## src/rtl/stopwatch_pkg.sv

```systemverilog
// Shared stopwatch definitions: FSM state encodings and the default debounce length.
// Used by the controller, the time counter and the display stages.
package stopwatch_pkg;

    typedef enum logic [1:0] {
        IDLE  = 2'b00,
        RUN   = 2'b01,
        PAUSE = 2'b10,
        DONE  = 2'b11
    } sw_state_t;

    localparam int DEFAULT_DB_LEN = 2;

endpackage

```

## src/rtl/stopwatch_ctrl_btn_conditioner.sv

```systemverilog
// One push-button conditioner: 2-flop synchronizer, DB_LEN-sample debounce, and a
// registered single-cycle pulse on the rising edge of the debounced level.
module btn_conditioner
    import stopwatch_pkg::*;
#(
    parameter int DB_LEN = DEFAULT_DB_LEN
) (
    input  logic counter_clk,
    input  logic reset,
    input  logic btn,
    output logic p
);

    logic              sync1;
    logic              sync2;
    logic [DB_LEN-1:0] shift;
    logic              db;

    // shift[0] holds the newest synchronized sample; db only moves on a unanimous window.
    always_ff @(posedge counter_clk or posedge reset) begin
        if (reset) begin
            sync1 <= 1'b0;
            sync2 <= 1'b0;
            shift <= '0;
            db    <= 1'b0;
            p     <= 1'b0;
        end else begin
            sync1 <= btn;
            sync2 <= sync1;
            shift <= {shift[DB_LEN-2:0], sync2};
            if (&shift) begin
                db <= 1'b1;
            end else if (~|shift) begin
                db <= 1'b0;
            end
            p <= (&shift) && !db;
        end
    end

endmodule

```

## src/rtl/stopwatch_ctrl.sv

```systemverilog
// Stopwatch control front-end: conditions the three buttons and runs the
// IDLE/RUN/PAUSE/DONE machine driving the counter enable/clear and display freeze.
module stopwatch_ctrl
    import stopwatch_pkg::*;
#(
    parameter int DB_LEN = DEFAULT_DB_LEN
) (
    input  logic       counter_clk,
    input  logic       reset,
    input  logic       start_btn,
    input  logic       lap_btn,
    input  logic       clear_btn,
    input  logic       at_max,
    output logic       count_en,
    output logic       count_clr,
    output logic       freeze,
    output logic [1:0] state
);

    logic start_p;
    logic lap_p;
    logic clear_p;

    sw_state_t state_q;
    sw_state_t state_d;
    logic      freeze_q;
    logic      freeze_d;
    logic      clr_q;
    logic      clr_d;

    btn_conditioner #(.DB_LEN(DB_LEN)) u_start (
        .counter_clk (counter_clk),
        .reset       (reset),
        .btn         (start_btn),
        .p           (start_p)
    );

    btn_conditioner #(.DB_LEN(DB_LEN)) u_lap (
        .counter_clk (counter_clk),
        .reset       (reset),
        .btn         (lap_btn),
        .p           (lap_p)
    );

    btn_conditioner #(.DB_LEN(DB_LEN)) u_clear (
        .counter_clk (counter_clk),
        .reset       (reset),
        .btn         (clear_btn),
        .p           (clear_p)
    );

    always_ff @(posedge counter_clk or posedge reset) begin
        if (reset) begin
            state_q  <= IDLE;
            freeze_q <= 1'b0;
            clr_q    <= 1'b0;
        end else begin
            state_q  <= state_d;
            freeze_q <= freeze_d;
            clr_q    <= clr_d;
        end
    end

    // Event priority: clear > at_max > start > lap; lower-priority events in the same cycle are dropped.
    always_comb begin
        state_d  = state_q;
        freeze_d = freeze_q;
        clr_d    = 1'b0;
        case (state_q)
            IDLE: begin
                if (clear_p) begin
                    clr_d    = 1'b1;
                    freeze_d = 1'b0;
                end else if (start_p) begin
                    state_d = RUN;
                end
            end
            RUN: begin
                if (clear_p) begin
                    state_d  = IDLE;
                    clr_d    = 1'b1;
                    freeze_d = 1'b0;
                end else if (at_max) begin
                    state_d  = DONE;
                    freeze_d = 1'b0;
                end else if (start_p) begin
                    state_d = PAUSE;
                end else if (lap_p) begin
                    freeze_d = !freeze_q;
                end
            end
            PAUSE: begin
                if (clear_p) begin
                    state_d  = IDLE;
                    clr_d    = 1'b1;
                    freeze_d = 1'b0;
                end else if (start_p) begin
                    state_d = RUN;
                end else if (lap_p) begin
                    freeze_d = 1'b0;
                end
            end
            DONE: begin
                if (clear_p) begin
                    state_d  = IDLE;
                    clr_d    = 1'b1;
                    freeze_d = 1'b0;
                end
            end
            default: begin
                state_d  = IDLE;
                freeze_d = 1'b0;
            end
        endcase
    end

    assign count_en  = (state_q == RUN);
    assign count_clr = clr_q;
    assign freeze    = freeze_q;
    assign state     = state_q;

endmodule

```

## config.mk

```make
export PLATFORM = sky130hd
export DESIGN_NAME = stopwatch_ctrl
export DESIGN_NICKNAME = d
export VERILOG_FILES = /design/src/rtl/stopwatch_pkg.sv /design/src/rtl/stopwatch_ctrl_btn_conditioner.sv /design/src/rtl/stopwatch_ctrl.sv
export SDC_FILE = /design/constraint.sdc
export NUM_CORES = 1
export LEC_CHECK = 0
export CAP_MARGIN = 5
export CORE_ASPECT_RATIO = 0.9
export CORE_MARGIN = 2
export CORE_UTILIZATION = 24
export CTS_BUF_LIST = sky130_fd_sc_hd__clkbuf_8 sky130_fd_sc_hd__clkbuf_16
export CTS_CLUSTER_DIAMETER = 120
export CTS_CLUSTER_SIZE = 30
export DETAILED_ROUTE_END_ITERATION = 8
export PLACE_DENSITY_LB_ADDON = 0.12
export SLEW_MARGIN = 0
export SYNTH_ARGS = -nofsm -noshare
export SYNTH_HDL_FRONTEND = slang
export SYNTH_HIERARCHICAL = 1
export SYNTH_SLANG_ARGS = --single-unit
```

## constraint.sdc

```tcl
create_clock -name counter_clk -period 2.3 [get_ports counter_clk]
set_input_delay 0.345 -clock counter_clk [delete_from_list [all_inputs] [get_ports counter_clk]]
set_output_delay 0.345 -clock counter_clk [all_outputs]
set_load 0.05 [all_outputs]
```

==> metrics.cfg <==
[clocking]
clkTransAtPathRegs_ps = 70
post_cts_resized = 0
hold_buffers = 0
numCtsBuffers = 3
h-tree-depth = 1
cts.path.max_buffers = 2
clock_latency_ps = 250
cts_tree = yes
cts.sinks = 22
clockRootBuffer = clkbuf_8
cts_setup_buffers = 0

[outcome]
outcome = completed

[die]
io_pins = 11
rows = 20
die_x_um = 68.2
die-area_sq_um = 4210
core_area_sq_um = 3450
floorplan.initialDensity_pct = 25.8
fp.dieH_um = 61.8

[synthesis]
seq_area_frac_synth_pct = 61.9
netlist_instances = 64
ys_warn_count = 6
yosys.area.top_type_share_pct = 61.9
yosys.area.top_type = dfrtp_1
synth.most_common_cell = dfrtp_1
synth.distinct_cells = 18
syn_area_per_cell_sq_um = 13.9
synthFlopType = dfrtp_1
netlist_area_sq_um = 890
synthTopCellsByCount = dfrtp_1 (22), ha_1 (9), inv_1 (8)
async_reset_ff_share_pct = 100
synth_area_leaders = dfrtp_1 (62%), ha_1 (13%), mux2_4 (6.8%)
synth_seq_cells = 22
syn_nets = 79
synth_edf_count = 0

[power]
switching_share_pct = 34.8
irDropWorstVdd_uv = 436
clkPwrFrac_pct = 22.9
power.leakage_uw = 0.000517
internal_power_uw = 750
p_seq_share_pct = 41.0
power_frac_comb_pct = 36.0
powerDensity_nw_per_um2 = 1050
p_sw_uw = 401

[place]
dp_slack_ps = 412
numPortBuffers = 10
post-dp-hpwl_um = 1040
gp_congestion = 0.709

[sta]
grt_setup_unrepaired = no
max_freq_ghz = 0.463
finClkSkew_ps = 0.974
fin_setup_tns_ps = 0
fin_ws_ps = 139
min_period_ps = 2160
final-setup-viol-count = 0
worst_pin_slew_ps = 499
finalMaxSlewViolations = 0
hold_slack_ps = 351
slew_headroom_pct = 66.6
fin_crit_sh_pct = 93.9
hold_viol_final = 0

[detailed_routing]
routed_wl_um = 1320
routedWlPerCell_um = 10.8
ant_nets = 0
via_per_inst = 4.06
num_vias = 495
first_iter_violations = 18
drtPass1Iterations = 5
post-route-drc-count = 0

[grt]
grt_overflow_total = 0
grt_util_all_layers_pct = 7.53
grt_pass1_vias = 496
antenna_found_initial = 0
grt_max_degree = 13
grt_pass1_wl_um = 2220

[cells_and_area]
antenna_cells = 0
fin_nets = 94
syn_to_final_growth_pct = 23.6
fillCellCount = 344
drive_above_1_share_pct = 14.1
final_util_pct = 31.8

[worst_setup_path]
setup.worst_path.class = reg2out
r2r-start = state[0]
end_kind = output pin
critPathMaxFanout = 5
cp.arrival_ps = 1820
required_ps = 1960
cp-startpoint = state[1]
start_kind = flop

[min_path]
holdCritStartpoint = u_lap/sync2
hp-class = reg2reg

[job]
drv_cap = 0

==> critical path: stages (launching register included) <==
cell             delay (ps)
dfrtp_1                 430
inv_1                   140
ha_1                    190
clkdlybuf4s50_1         800
==> flip-flops by register name (all words and copies together), names as in the netlist <==
name / cells
u_start/sync1: 1
u_clear/sync2: 1
u_clear/p: 1
u_clear/sync1: 1
u_lap/p: 1
u_start/sync2: 1
u_lap/shift: 2
u_clear/shift: 2
u_clear/db: 1
u_start/p: 1
u_lap/db: 1
u_start/shift: 2
u_lap/sync2: 1
u_start/db: 1
state: 2
count_clr: 1
u_lap/sync1: 1
freeze: 1
==> layout by cell type (no fill, tap or decap) <==
| cell type | instances |
|---|---|
| nor3b_1 | 1 |
| nand2_1 | 2 |
| nor2b_2 | 1 |
| a21oi_1 | 3 |
| inv_1 | 8 |
| nor4b_1 | 1 |
| o22ai_1 | 1 |
| a21o_1 | 1 |
| mux2_4 | 4 |
| clkbuf_8 | 4 |
| a22o_1 | 1 |
| a31o_2 | 1 |
| a31oi_1 | 1 |
| a21oi_4 | 1 |
| o21ai_1 | 1 |
| nor2_1 | 3 |
| nor2b_1 | 3 |
| dfrtp_1 | 22 |
| clkdlybuf4s50_1 | 10 |
| ha_1 | 9 |
==> worst paths after layout <==
path | slack, ps | depth (start not counted) | to
worst max-delay path | 140 | 3 | count_en
worst min-delay path | 350 | 0 | u_lap/shift[0]
worst max register to register | 660 | 6 | state[0]
worst min register to register | 350 | 0 | u_lap/shift[0]
max in group asynchronous | 1710 | 2 | u_start/db
min in group asynchronous | 370 | 2 | count_clr
==> through the flow <==
stage	power (uW)	instances	cell area [sq um]
2_1_floorplan	772	64	890
3_3_place_gp	892	118	1040
3_5_place_dp	898	118	1040
4_1_cts	1170	122	1100
5_1_grt	1220	122	1100
6_report	1150	122	1100
==> per-layer routing <==
metal	track usage [%]	vias up	wire length, um
met2	11.9	10	602
met3	2.16	2	55
met1	9.30	247	650
met4	4.29	0	8
met5	0	-	0
li1	-	236	-
==> power groups by stage <==
stage	sequential [uW]	combinational, uW	clock, uW
after floorplan	553	219	0
after global placement	479	414	0
after detailed placement	481	417	0
after CTS	473	419	279
after global routing	480	448	296
final	472	415	264
==> final cells by class <==
class,instances,area (sq um),area share [%]
Inverter,8,30.0,2.73
Sequential cell,22,551,50.1
Tap cell,44,55.1,5.01
Clock buffer,4,55.1,5.01
Multi-Input combinational cell,34,309,28.1
Timing Repair Buffer,10,100,9.10
==> cells by family (layout without fill, tap and decap cells) <==
logic type | after synthesis | count (layout) | synth area share [%]
AOI/OAI and AO/OA | 10 | 10 | 8.30
adders and majority gates | 9 | 9 | 12.7
buffers and inverters | 8 | 22 | 3.38
DFF | 22 | 22 | 61.9
muxes | 4 | 4 | 6.75
and+or+nand+nor | 11 | 11 | 7.03
(Power assumes the default switching activity.)
